## config.mk

```make
export PLATFORM = sky130hd
export DESIGN_NAME = rpc_refresh_scheduler
export DESIGN_NICKNAME = d
export VERILOG_FILES = /design/src/rtl/rpc_config_path_pkg.sv /design/src/rtl/rpc_pending_cnt.sv /design/src/rtl/rpc_refresh_scheduler.sv
export SDC_FILE = /design/constraint.sdc
export NUM_CORES = 1
export LEC_CHECK = 0
export ABC_AREA = 0
export CELL_PAD_IN_SITES_DETAIL_PLACEMENT = 1
export CELL_PAD_IN_SITES_GLOBAL_PLACEMENT = 1
export CORE_UTILIZATION = 30
export CTS_BUF_LIST = sky130_fd_sc_hd__clkbuf_4
export CTS_CLUSTER_DIAMETER = 40
export DETAILED_ROUTE_END_ITERATION = 10
export PLACE_DENSITY_LB_ADDON = 0.1
export SYNTH_ARGS = -nofsm -noshare
export SYNTH_HDL_FRONTEND = slang
export SYNTH_SLANG_ARGS = --single-unit
```

## constraint.sdc

```tcl
create_clock -name clk_i -period 2.32 [get_ports clk_i]
set_input_delay 0.464 -clock clk_i [delete_from_list [all_inputs] [get_ports clk_i]]
set_output_delay 0.464 -clock clk_i [all_outputs]
set_load 0.05 [all_outputs]
```

## src/rtl/rpc_config_path_pkg.sv

```systemverilog
// rpc_config_path_pkg: refresh scheduler encodings, state type and parameter defaults.
package rpc_config_path_pkg;
    localparam int CMD_WIDTH_DEF     = 19;
    localparam int MAX_POSTPONE_DEF  = 8;
    localparam int URGENT_THRESH_DEF = 4;
    localparam logic [CMD_WIDTH_DEF-1:0] REF_CMD = 19'h4_0001;
    typedef logic [1:0] refresh_sched_state_t;
    localparam refresh_sched_state_t ST_IDLE      = 2'd0;
    localparam refresh_sched_state_t ST_ISSUE     = 2'd1;
    localparam refresh_sched_state_t ST_WAIT_DONE = 2'd2;
endpackage

```

## src/rtl/rpc_pending_cnt.sv

```systemverilog
// rpc_pending_cnt: saturating up/down pending-refresh counter with sticky overrun flag.
module rpc_pending_cnt
    import rpc_config_path_pkg::*;
#(
    parameter int CNT_WIDTH    = 4,
    parameter int MAX_POSTPONE = MAX_POSTPONE_DEF
) (
    input  logic                 clk_i,
    input  logic                 rst_i,
    input  logic                 inc,
    input  logic                 dec,
    output logic [CNT_WIDTH-1:0] cnt,
    output logic                 overrun
);
    localparam logic [CNT_WIDTH-1:0] MAX = CNT_WIDTH'(MAX_POSTPONE);
    always_ff @(posedge clk_i or posedge rst_i) begin
        if (rst_i) begin
            cnt     <= '0;
            overrun <= 1'b0;
        end else if (inc && !dec) begin
            if (cnt == MAX) overrun <= 1'b1;
            else cnt <= cnt + 1'b1;
        end else if (dec && !inc && cnt != '0) begin
            cnt <= cnt - 1'b1;
        end
    end
endmodule

```

## src/rtl/rpc_refresh_scheduler.sv

```systemverilog
// rpc_refresh_scheduler: arbitrates host and refresh commands onto the cmd_fsm port.
// Optional issue counters enabled by RPC_REFRESH_SCHED_STATS_EN.
module rpc_refresh_scheduler
    import rpc_config_path_pkg::*;
#(
    parameter int CMD_WIDTH     = CMD_WIDTH_DEF,
    parameter int CNT_WIDTH     = 4,
    parameter int MAX_POSTPONE  = MAX_POSTPONE_DEF,
    parameter int URGENT_THRESH = URGENT_THRESH_DEF
) (
    input  logic                 clk_i,
    input  logic                 rst_i,
    input  logic                 init_done_i,
    input  logic                 ref_tick_i,
    input  logic                 host_valid_i,
    input  logic [CMD_WIDTH-1:0] host_cmd_i,
    output logic                 host_ready_o,
    output logic                 fsm_valid_o,
    output logic [CMD_WIDTH-1:0] fsm_cmd_o,
    output logic                 fsm_is_ref_o,
    input  logic                 fsm_ready_i,
    input  logic                 fsm_done_i,
    output logic [CNT_WIDTH-1:0] ref_pending_o,
    output logic                 ref_overrun_o
`ifdef RPC_REFRESH_SCHED_STATS_EN
    ,
    output logic [15:0]          host_issued_o,
    output logic [15:0]          ref_issued_o
`endif
);
    refresh_sched_state_t state;
    logic init_q, urgent, host_hs, issue_hs;
    assign urgent       = ref_pending_o >= CNT_WIDTH'(URGENT_THRESH);
    assign host_ready_o = (state == ST_IDLE) && init_q && !urgent;
    assign host_hs      = host_valid_i && host_ready_o;
    assign fsm_valid_o  = state == ST_ISSUE;
    assign issue_hs     = fsm_valid_o && fsm_ready_i;

    rpc_pending_cnt #(.CNT_WIDTH(CNT_WIDTH), .MAX_POSTPONE(MAX_POSTPONE)) u_cnt (
        .clk_i   (clk_i),
        .rst_i   (rst_i),
        .inc     (ref_tick_i && init_q),
        .dec     (issue_hs && fsm_is_ref_o),
        .cnt     (ref_pending_o),
        .overrun (ref_overrun_o)
    );

    always_ff @(posedge clk_i or posedge rst_i) begin
        if (rst_i) begin
            state        <= ST_IDLE;
            init_q       <= 1'b0;
            fsm_cmd_o    <= '0;
            fsm_is_ref_o <= 1'b0;
        end else begin
            if (init_done_i) init_q <= 1'b1;
            case (state)
                ST_IDLE: begin
                    // urgency beats the host; idle refresh only fills otherwise empty slots
                    if (urgent || (!host_hs && init_q && ref_pending_o != '0)) begin
                        fsm_cmd_o    <= CMD_WIDTH'(REF_CMD);
                        fsm_is_ref_o <= 1'b1;
                        state        <= ST_ISSUE;
                    end else if (host_hs) begin
                        fsm_cmd_o    <= host_cmd_i;
                        fsm_is_ref_o <= 1'b0;
                        state        <= ST_ISSUE;
                    end
                end
                ST_ISSUE:     if (fsm_ready_i) state <= ST_WAIT_DONE;
                ST_WAIT_DONE: if (fsm_done_i) state <= ST_IDLE;
                default:      state <= ST_IDLE;
            endcase
        end
    end

`ifdef RPC_REFRESH_SCHED_STATS_EN
    always_ff @(posedge clk_i or posedge rst_i) begin
        if (rst_i) begin
            host_issued_o <= '0;
            ref_issued_o  <= '0;
        end else if (issue_hs) begin
            if (fsm_is_ref_o) ref_issued_o <= ref_issued_o + 16'd1;
            else host_issued_o <= host_issued_o + 16'd1;
        end
    end
`endif
endmodule

```

==> flow_metrics.tcl <==
set metrics [dict create \
    status "finished, final reports clean" \
    ir_drop_v 0.000767 \
    yosys-top-cells-area "dfrtp_1 54%, a22o_1 11%, nor2_1 2.0%" \
    max-slew-margin-rel 0.652 \
    grt_pass1_vias 1171 \
    syn_avg_cell_area_um2 12.7 \
    clock-sinks 28 \
    syn_to_final_growth_pct 48.6 \
    fin_crit_ps 2240 \
    nFillCells 442 \
    synth_top_area_cell "dfrtp_1" \
    p_int_uw 1480 \
    routedWlPerCell_um 16.8 \
    placementRows 23 \
    finalPower_uw 2980 \
    drc 0 \
    required_ps 2540 \
    cap_violations 0 \
    cp-end-kind "flop" \
    tritoncts "built" \
    fmax_ghz 0.447 \
    firstDrtPassIters 6 \
    worst_slew_pin_slew_ps 522 \
    post_dp_cell_area_mm2 0.00191 \
    p_leak_uw 0.000846 \
    antenna_cells 0 \
    die-area_mm2 0.00462 \
    maxSlewViolCount 0 \
    die_h_um 68.0 \
    swShare 0.506 \
    cp_top_family "buffers and inverters" \
    vias 1053 \
    synth_flop_cell "dfrtp_1" \
    p_per_area_mw_per_mm2 1540 \
    r2r_start "state[0]" \
    worstReg2RegEnd "u_cnt.cnt[3]" \
    synth_top_cell_area_share 0.537 \
    p_sw_uw 1510 \
    hold_viol 0 \
    coreArea_mm2 0.00409 \
    post_cts_buffers 0 \
    gr-usage-all-layers 0.165 \
    postSynthCellCount 103 \
    fin_ws_ps 80.8 \
    seq_power_share 0.298 \
    htreeDepth 1 \
    synth_edf_count 0 \
    crit_path_start_kind "primary input" \
    ys_ff_latch 28 \
    antenna_found_initial 0 \
    rr_worst_depth 7 \
    period_share 0.965 \
    ys_seq_area_frac 0.537 \
    synth.net_count 132 \
    dp_slack_ps -297 \
    layout_commonest_cell "clkdlybuf4s50_1" \
    grt_pass1_wl_um 5660 \
    multiInputGateArea_um2 566 \
    arrival_ps 2460 \
    path_clk_slew_ps 160 \
    synth-async-reset-ratio 1.00 \
    place_hpwl_um 2630 \
    grt_max_degree 29 \
    ys_types 37 \
    pwr-share-clk 0.076 \
    die_w_um 68.0 \
    nets 192 \
    crit_path_max_fanout 2 \
    final_area_mm2 0.00194 \
    initial_core_util 0.319 \
    cpPeakStageDelay_ps 540 \
    min_path_type "in2async" \
    final_cells 212 \
    port_buffers 52 \
    gr-total-overflow 0 \
    ctsRootBufferMaster "clkbuf_4" \
    yosys_warnings 0 \
    num_io_pins 53 \
    clock_path_buffers 2 \
    drtAntennaViolNets 0 \
    drt_iter0_drc 78 \
    mostFrequentLayoutCells "49 x clkdlybuf4s50_1, 27 x dfrtp_1, 17 x a22o_1" \
    fin_worst_skew_ps 6.90 \
    finalWirelength_um 3560 \
    r2r_slack_ps 180 \
    fin_hold_ws_ps 502 \
    slowest_stage "mux4_2" \
    cts_buffers 3 \
    grt_setup_unrepaired "no" \
    area.sequential_um2 702 \
    clk_latency_ps 330 \
    syn_area_mm2 0.00131 \
    comb_power_share 0.627 \
    setup_viol 0 \
    viasPerCell 4.97 \
    place_inst 208 \
    gp_congestion 0.825 \
    path_buf_inv 2 \
    path_class "in2reg" \
    drive_above_1_share 0.136 \
    worstPathCellList "clkdlybuf4s50_1, nand4b_4, nor2b_4, inv_1, ha_1, a21o_1, a21oi_1, mux4_2" \
]
==> what timing repair did <==
item / in CTS / in global routing
gates resized for setup: 1 / 1
hold buffers: 0 / 0
endpoints found under the setup margin: 1 / 1
==> layer usage <==
layer	vias to the layer above	track usage	wire, um
li1	494	-	-
met1	531	0.215	1560
met2	26	0.286	1840
met3	2	0.0200	143
met4	0	0.0469	13
met5	-	0	0
==> synth_stat cells, types with 2 or more instances <==
master    n
a21oi_1   3
a22o_1   17
buf_4     2
dfrtp_1  28
ha_1      2
inv_1     2
mux2i_1   2
nand2_1   4
nor2_1    7
nor3_1    3
o21ai_0   3
o21ai_1   2
xnor2_1   2
xor2_1    3
==> worst min-delay path, delay by kind of cell <==
family,cells,cell delay (ps)
buffers and inverters,3,810
==> worst max-delay path by stage <==
stage	end	depth (start not counted)	slack, ps	startpoint
6_report	u_cnt.cnt[3]	8	80	fsm_ready_i
5_1_grt	ref_pending_o[0]	1	30	u_cnt.cnt[0]
4_1_cts	ref_pending_o[3]	1	30	u_cnt.cnt[3]
3_5_place_dp	u_cnt.cnt[3]	8	-300	fsm_ready_i
3_3_place_gp	u_cnt.cnt[3]	8	-190	fsm_ready_i
2_1_floorplan	u_cnt.cnt[3]	7	140	fsm_is_ref_o
==> power by group through the flow <==
stage          Sequential (uW)  Combinational [uW]  Clock, uW
6_report                   889                1870        226
3_5_place_dp               903                1890          0
2_1_floorplan             1460                 706          0
3_3_place_gp               887                1840          0
4_1_cts                    892                1890        240
5_1_grt                    921                2000        256
==> cell type report <==
type                       count  share of cell area
inverter                       2             0.00387
timing repair buffer          59               0.295
clock buffer                   4              0.0155
multi-input combinational     69               0.292
tap                           50              0.0323
sequential                    28               0.362
==> stage by stage <==
stage               utilization  TNS, ps
floorplan                     -        0
global placement          0.467     -189
detailed placement        0.467     -314
CTS                       0.474        0
global route              0.475        0
finish                    0.475        0
==> flip-flops by register name, indices dropped and copies added, names as in the netlist <==
signal and flops:
fsm_cmd_o 19, fsm_is_ref_o 1, init_q 1, state 2
u_cnt.cnt 4, u_cnt.overrun 1
==> cell families after synthesis <==
| group | count (synthesis) | share of synthesized area |
|---|---|---|
| muxes | 3 | 0.0326 |
| DFF | 28 | 0.537 |
| buffers and inverters | 6 | 0.0297 |
| xor gates and xnor gates | 5 | 0.0336 |
| and+or+nand+nor | 29 | 0.155 |
| AOI/OAI and AO/OA | 29 | 0.177 |
| adders and majority gates | 3 | 0.0345 |
No activity file was read; power rests on OpenSTA's default activity.
